$ cat config.mk
export PLATFORM = sky130hd
export DESIGN_NAME = fifo_protocol_monitor
export DESIGN_NICKNAME = d
export VERILOG_FILES = /design/src/rtl/fifo_protocol_monitor.sv
export SDC_FILE = /design/constraint.sdc
export NUM_CORES = 1
export LEC_CHECK = 0
export ABC_CLOCK_PERIOD_IN_PS = 4850
export BUFFER_PORTS_ARGS = -buffer_cell sky130_fd_sc_hd__buf_2
export CELL_PAD_IN_SITES_DETAIL_PLACEMENT = 0
export CELL_PAD_IN_SITES_GLOBAL_PLACEMENT = 1
export CORE_ASPECT_RATIO = 0.6
export CORE_MARGIN = 3
export CORE_UTILIZATION = 42
export CTS_CLUSTER_SIZE = 25
export DETAILED_ROUTE_END_ITERATION = 7
export MAX_ROUTING_LAYER = met4
export PLACE_DENSITY_LB_ADDON = 0.1
export SYNTH_ARGS = -nofsm -noshare
export SYNTH_HDL_FRONTEND = slang
export SYNTH_SLANG_ARGS = --single-unit
$ cat constraint.sdc
create_clock -name clk -period 4.85 [get_ports clk]
set_input_delay 0.2425 -clock clk [delete_from_list [all_inputs] [get_ports clk]]
set_output_delay 0.2425 -clock clk [all_outputs]
set_load 0.01 [all_outputs]
$ cat src/rtl/fifo_protocol_monitor.sv
// Purpose: passive protocol checker that shadows a FIFO's occupancy/pointers and records violations.
// Latency: a violation sampled at edge N is on err_flags/first_err_*/err_count after edge N; err_any is combinational.
// Backpressure: none; pure observer, never stalls the FIFO. Optional macro FIFO_MON_PTR_CHECK_EN adds pointer checks 6/7.
module fifo_protocol_monitor #(
    parameter  int DEPTH     = 16,
    parameter  int ERR_CNT_W = 8,
    localparam int CNT_W     = $clog2(DEPTH + 1),
    localparam int PTR_W     = $clog2(DEPTH)
) (
    input  logic                 clk,
    input  logic                 reset,
    input  logic                 err_clear,
    input  logic                 write,
    input  logic                 read,
    input  logic                 full,
    input  logic                 empty,
    input  logic [CNT_W-1:0]     cnt,
    input  logic [PTR_W-1:0]     wptr,
    input  logic [PTR_W-1:0]     rptr,
    output logic [CNT_W-1:0]     model_cnt,
    output logic [7:0]           err_flags,
    output logic                 err_any,
    output logic                 first_err_valid,
    output logic [2:0]           first_err_code,
    output logic [ERR_CNT_W-1:0] err_count
);

    localparam logic [CNT_W-1:0]     DEPTH_C = CNT_W'(DEPTH);
    localparam logic [ERR_CNT_W-1:0] CNT_MAX = '1;

    logic                 wr_ok;
    logic                 rd_ok;
    logic                 hist_full_wr;
    logic                 hist_empty_rd;
    logic [CNT_W-1:0]     hist_cnt;
    logic [1:0]           ptr_fail;
    logic [7:0]           fail;
    logic                 fail_any;
    logic [2:0]           fail_code;
    logic [ERR_CNT_W-1:0] cnt_base;
    logic [ERR_CNT_W-1:0] cnt_next;

    // A write is refused at full and a read at empty, regardless of the other strobe.
    assign wr_ok = write && (model_cnt < DEPTH_C);
    assign rd_ok = read && (model_cnt != '0);

    // Reference occupancy follows the accepted strobes.
    always_ff @(posedge clk or posedge reset) begin
        if (reset) begin
            model_cnt <= '0;
        end else begin
            model_cnt <= model_cnt + CNT_W'(wr_ok) - CNT_W'(rd_ok);
        end
    end

    // History of the previous sample for the full-write / empty-read disturb checks.
    always_ff @(posedge clk or posedge reset) begin
        if (reset) begin
            hist_full_wr  <= 1'b0;
            hist_empty_rd <= 1'b0;
            hist_cnt      <= '0;
        end else begin
            hist_full_wr  <= full && write && !read;
            hist_empty_rd <= empty && read && !write;
            hist_cnt      <= cnt;
        end
    end

`ifdef FIFO_MON_PTR_CHECK_EN
    localparam logic [PTR_W-1:0] PTR_LAST = PTR_W'(DEPTH - 1);

    logic [PTR_W-1:0] model_wptr;
    logic [PTR_W-1:0] model_rptr;

    // Pointer models wrap at DEPTH-1, so non-power-of-two depths are handled.
    always_ff @(posedge clk or posedge reset) begin
        if (reset) begin
            model_wptr <= '0;
            model_rptr <= '0;
        end else begin
            if (wr_ok) begin
                model_wptr <= (model_wptr == PTR_LAST) ? '0 : model_wptr + PTR_W'(1);
            end
            if (rd_ok) begin
                model_rptr <= (model_rptr == PTR_LAST) ? '0 : model_rptr + PTR_W'(1);
            end
        end
    end

    assign ptr_fail = {rptr != model_rptr, wptr != model_wptr};
`else
    logic unused_ptrs;
    assign unused_ptrs = ^{wptr, rptr};
    assign ptr_fail    = 2'b00;
`endif

    // Per-check failure vector for the current sample; bit index is the error code.
    always_comb begin
        fail      = 8'h00;
        fail[0]   = cnt != model_cnt;
        fail[1]   = full != (model_cnt == DEPTH_C);
        fail[2]   = empty != (model_cnt == '0);
        fail[3]   = full && empty;
        fail[4]   = hist_full_wr && (!full || (cnt != hist_cnt));
        fail[5]   = hist_empty_rd && (!empty || (cnt != hist_cnt));
        fail[7:6] = ptr_fail;
    end

    assign fail_any = |fail;

    // Lowest failing index wins the first-error capture.
    always_comb begin
        fail_code = 3'd0;
        for (int i = 7; i >= 0; i--) begin
            if (fail[i]) begin
                fail_code = 3'(i);
            end
        end
    end

    // Saturating count of failing cycles; a clear restarts from zero before this cycle's failure is added.
    always_comb begin
        cnt_base = err_clear ? '0 : err_count;
        cnt_next = cnt_base;
        if (fail_any && (cnt_base != CNT_MAX)) begin
            cnt_next = cnt_base + ERR_CNT_W'(1);
        end
    end

    // Error recording: sticky flags, first-error capture and counter; set wins over clear.
    always_ff @(posedge clk or posedge reset) begin
        if (reset) begin
            err_flags       <= 8'h00;
            first_err_valid <= 1'b0;
            first_err_code  <= 3'd0;
            err_count       <= '0;
        end else begin
            err_flags <= (err_clear ? 8'h00 : err_flags) | fail;
            if (fail_any && (err_clear || !first_err_valid)) begin
                first_err_valid <= 1'b1;
                first_err_code  <= fail_code;
            end else if (err_clear) begin
                first_err_valid <= 1'b0;
                first_err_code  <= 3'd0;
            end
            err_count <= cnt_next;
        end
    end

    assign err_any = |err_flags;

endmodule
Word-level counts from Yosys, hierarchy flattened
Index checks and enable logic that the tools add are counted.

Bits in registers: 32. Latch bits: 0. Bits in writable memories: 0. ROM bits: 0. Input port bits: 20. Output and inout bits: 26. Logic and storage cells: 56. Memories: 0.

$add $sub $neg: 3. Multiply operators: 0. Divide/modulo/power cells: 0. Magnitude comparators: 1. Equal/unequal tests: 6. Shifts and indexed selects: 0. Multiplexer cells: 13. Bitwise gates (word level): 1. Reduce and logical (&&, ||, !) cells: 24.

Operators by type and width (count): $mux 3 (8); $mux 8 (3); $logic_and 1x1->1 (11); $ne 5x5->1 (2); $add 8x1->8 const B (1); $ne 8x8->1 const B (1); $or 8x6->8 (1); $reduce_or 8->1 (1); $reduce_or 6->1 (1); $add 5x1->5 (1); $eq 5x5->1 const B (1); $logic_not 1->1 (5); $logic_not 5->1 (1); $lt 5x5->1 const B (1); $reduce_bool 5->1 (1); $sub 5x1->5 (1); $logic_or 1x1->1 (3); $mux 1 (2); $ne 1x1->1 (2); $reduce_bool 2->1 (1).

Logic depth before layout (Yosys ltp)
Word-level depth: 10. Gate-level depth with buffers: 12. Gate-level depth less buffers: 12.

Worst setup path before layout
Ideal clock, no wire load.

Kind: register to register. Start point: reg model_cnt[3]. End point: reg model_cnt[4]. Library setup time: 123 ps. Data arrival time: 2375 ps. Required time: 4727 ps. Setup slack: 2352 ps. Cell stages (with the launch flop): 13. Buffers on the path: 0. Period minus slack after synthesis: 2498 ps. Path through: dfrtp_1 -> inv_1 -> ha_1 -> nor4b_4 -> and2b_1 -> ha_1 -> inv_1 -> ha_1 -> fa_1 -> a21oi_1 -> nor2_1 -> nor2_1 -> xnor2_1.

Longest elaborated chain between the ends: 4. Elaborated cells between the ends (all ways): 6. Those cells by class: add/sub (2); order compare (1); reduce/logical (3).

Ends and longest elaborated chain: start: declaration (RTL line 20) `output logic [CNT_W-1:0] model_cnt,`; start signal: assignment (RTL line 52) `model_cnt <= model_cnt + CNT_W'(wr_ok) - CNT_W'(rd_ok);`; $lt 5x5->1 (RTL line 44) `assign wr_ok = write && (model_cnt < DEPTH_C);`; $logic_and 1x1->1 (RTL line 44); $add 5x1->5 (RTL line 52); $sub 5x1->5 * (RTL line 52).

Every way passes the cells marked *; elsewhere a longest branch is shown, timed or not. A chain may end at the register's enable or synchronous reset.

Worst setup path in the final report
Start point: reg model_cnt[3]. End point: reg err_count[1].

Longest elaborated chain between the ends: 5. Elaborated cells between the ends (all ways): 8. Those cells by class: eq/ne (4); mux (1); reduce/logical (3).

Ends and longest elaborated chain: $eq 5x5->1 or $logic_not 5->1 (tied branches) (RTL line 101, 102); $ne 1x1->1, on equally long branches (RTL line 101, 102); $reduce_or 6->1 * (RTL line 109) `assign fail_any = |fail;`; $logic_and 1x1->1 * (RTL line 125) `if (fail_any && (cnt_base != CNT_MAX)) begin`; $mux 8 * (RTL line 125); via cnt_next[1] (RTL line 41) `logic [ERR_CNT_W-1:0] cnt_next;`; end signal: assignment (RTL line 146) `err_count <= cnt_next;`; end: declaration (RTL line 25) `output logic [ERR_CNT_W-1:0] err_count`.

The timed path passes the listed nets; every way through them passes the cells marked *.

==> results.txt <==
Syn Std Cell Area -> 0.001693 mm²
Sequential cell area -> 750.7 µm²
Hpwl dp -> 2.926 mm
Sequential area share after synthesis -> 0.4435
Worst Path Max Fanout -> 11
Area added between synthesis and finish -> 16.56%
Final setup margin -> 2.026 ns
Via/cell ratio -> 5.228
Die Span Y -> 55.18 µm
Post-synth EDFFs -> 0
Post-synth top area share -> 0.4435
Multi-input gate area -> 837.1 µm²
Largest area contributor in the netlist -> dfrtp_1
CTS tree -> done
Tmin final -> 2.824 ns
First-pass GRT wire length -> 5.754 mm
Setup TNS -> 0 ns
Dominant synthesized flop cell -> dfrtp_1
CTS Hold Bufs -> 0
Number of port buffers -> 35
Yosys Warn Count -> 0
Die width -> 87.96 µm
CP peak stage delay -> 0.56 ns
Crit Path Class -> flop to flop
Mapped Avg Cell Area -> 10.20 µm²
Slowest CP cell -> a2111o_2
Fin util -> 0.5241
Final period util -> 0.5823
DRT iter0 DRCs -> 52
Clk Latency, worst-skew pair -> 0.28 ns
Root buf cell -> clkbuf_8
CP Launch Type -> flop
Status -> finished, final reports clean
GP Congestion -> 0.7900
Buf/Inv on CP -> 1
PD cells -> 441.1 mW/mm²
Inserted Clock Buffers -> 5
Detailed-route wire length -> 3.839 mm
DIE AREA -> 0.004853 mm²
Layout Nets -> 230
Fillers -> 367
Hold WC Path Type -> input pin to flop
Vias in the first global route -> 1163
Cell breakdown of the critical path -> inv_1 > ha_1 > nor3b_2 > nand4b_1 > a2111o_2 > o31ai_4 > mux2_1
Max Cap Viol -> 0
Worst slew margin -> 0.2193
Fraction of registers with async set/reset -> 1.000
Met2 Use GR -> 0.2088
Slew Limit Fails -> 0
1st-pass router iterations -> 4
Antenna viol nets, final -> 0
Row cnt -> 17
Core ar. -> 0.003765 mm²
Max IR drop VDD -> 0.2135 mV
Post-CTS Resized -> 0
Initial core utilization -> 0.4497
DRC viols -> 0
Area after DPL -> 0.001882 mm²
Mapped Cells -> 166
Clk sinks -> 30
DP Worst Slack -> 2.088 ns
Clk pin slew, worst setup/hold paths -> 0.07 ns
Post-CTS Setup Inserts -> 0
Yosys cell types -> 48
Hold Violations, Final -> 0
H-tree depth -> 2
GR Util met1 -> 0.2545
Share of cells above drive strength 1 -> 0.2512
Worst Max-Slew Pin Slew -> 1.170 ns
Ports -> 46
Synth top area cells -> dfrtp_1 44%, ha_1 5.2%, xor2_1 5.2%
Final setup viols -> 0
Vias -> 1307
Met3 Usage GRT -> 0.04586
Worst path top cell family by delay -> compound AO/OA/AOI/OAI gates
Largest net degree at the start of global routing -> 31
Final hold slack -> 0.1156 ns
Synth Register Bits -> 30
Grt total ovfl -> 0
WP data required -> 5.00 ns
Ant diodes -> 0
Design Area, Final -> 0.001973 mm²
Clock Skew -> 0.007154 ns
Global Route Usage Sum -> 0.1682
Avg WL per Cell -> 15.36 µm
RSZ-0062 raised after global routing -> no
Fmax achieved -> 0.3541 GHz
WP data arrival -> 2.98 ns
Grt peak-use layer -> met1
Lkg Pwr -> 0.9276 nW
CP endpoint kind -> flop
Maximum buffer depth of the clock tree -> 2
Antenna violations before repair -> 0
-- final timing paths --
kind / cells after the start / endpoint / slack, ns / from
min in group asynchronous: 2 / first_err_valid / 0.26 / reset
hold / removal: 1 / hist_cnt[2] / 0.12 / cnt[2]
max in group asynchronous: 2 / err_flags[2] / 3.88 / reset
setup reg to reg: 7 / err_count[1] / 2.03 / model_cnt[3]
setup / recovery: 7 / err_count[1] / 2.03 / model_cnt[3]
hold reg to reg: 1 / err_count[6] / 0.51 / err_count[6]
-- cells by family after synthesis --
kind of cell	Yosys count	share of synthesized area
AND/OR/NAND/NOR	52	0.1833
adder cells (fa/ha/maj)	8	0.06356
other	1	0.002215
multiplexers	1	0.006651
flip-flops	30	0.4435
XOR/XNOR	17	0.08795
buffers and inverters	23	0.06430
AO/OA/AOI/OAI	34	0.1486
-- worst reg2reg max path, delay by kind of cell, from the launching register on --
kind / cells / cell delay (ns)
multiplexers: 1 / 0.38
AO/OA/AOI/OAI: 2 / 1.11
adder cells (fa/ha/maj): 1 / 0.20
AND/OR/NAND/NOR: 2 / 0.47
flip-flops: 1 / 0.42
buffers and inverters: 1 / 0.12
-- cells in the mapped netlist (all sizes together) (3+ instances only) --
| cell | number |
|---|---|
| buf | 5 |
| nor2 | 9 |
| nand2b | 5 |
| ha | 7 |
| xor2 | 10 |
| xnor2 | 7 |
| or3 | 3 |
| o21ai | 7 |
| nand2 | 10 |
| inv | 16 |
| dfrtp | 30 |
| o31ai | 3 |
| nand3 | 5 |
| a21o | 4 |
| nor2b | 3 |
| a21oi | 8 |
| nor3 | 5 |
-- routing by layer --
metal	vias to the layer above	wire, µm
li1	641	-
met1	624	2078
met2	37	1485
met3	5	238
met4	0	36
met5	-	0
-- final cells by class --
cell class	instances	share of cell area
Timing Repair Buffer	35	0.08878
Multi-Input combinational cell	114	0.4242
Clock inverter	1	0.002536
Inverter	16	0.03044
Sequential cell	30	0.3805
Clock buffer	7	0.04375
Tap cell	47	0.02980
-- layout by cell type, fill, tap and decap left out, types with 3 or more instances in the layout --
| master | n |
|---|---|
| buf_2 | 35 |
| dfrtp_1 | 30 |
| inv_1 | 16 |
| xor2_1 | 10 |
| nand2_1 | 10 |
| nor2_1 | 8 |
| xnor2_1 | 7 |
| ha_1 | 7 |
| a21oi_1 | 6 |
| clkbuf_8 | 6 |
| nand2b_1 | 5 |
| nand3_1 | 5 |
| o21ai_0 | 5 |
| nor3_1 | 4 |
| a21o_1 | 4 |
| nor2b_1 | 3 |
| or3_1 | 3 |
-- per-stage QoR --
stage | instances | power, W
floorplan | 167 | 0.0005821
CTS | 250 | 0.0008798
global placement | 242 | 0.0006576
detailed placement | 242 | 0.0006707
finish | 250 | 0.0008704
global route | 250 | 0.0009407
-- sequential cells by signal, summed over array words and instances, names as in the netlist --
name             cells
model_cnt            5
hist_cnt             5
hist_empty_rd        1
hist_full_wr         1
err_count            8
first_err_valid      1
err_flags            6
first_err_code       3
-- power breakdown --
part / internal (W) / total, W / switching, W
Clock: 0.000114 / 0.000209 / 0.0000948
Sequential: 0.000292 / 0.000354 / 0.0000620
Combinational: 0.000144 / 0.000307 / 0.000162
Note: power is estimated with default switching activity, not from simulation.
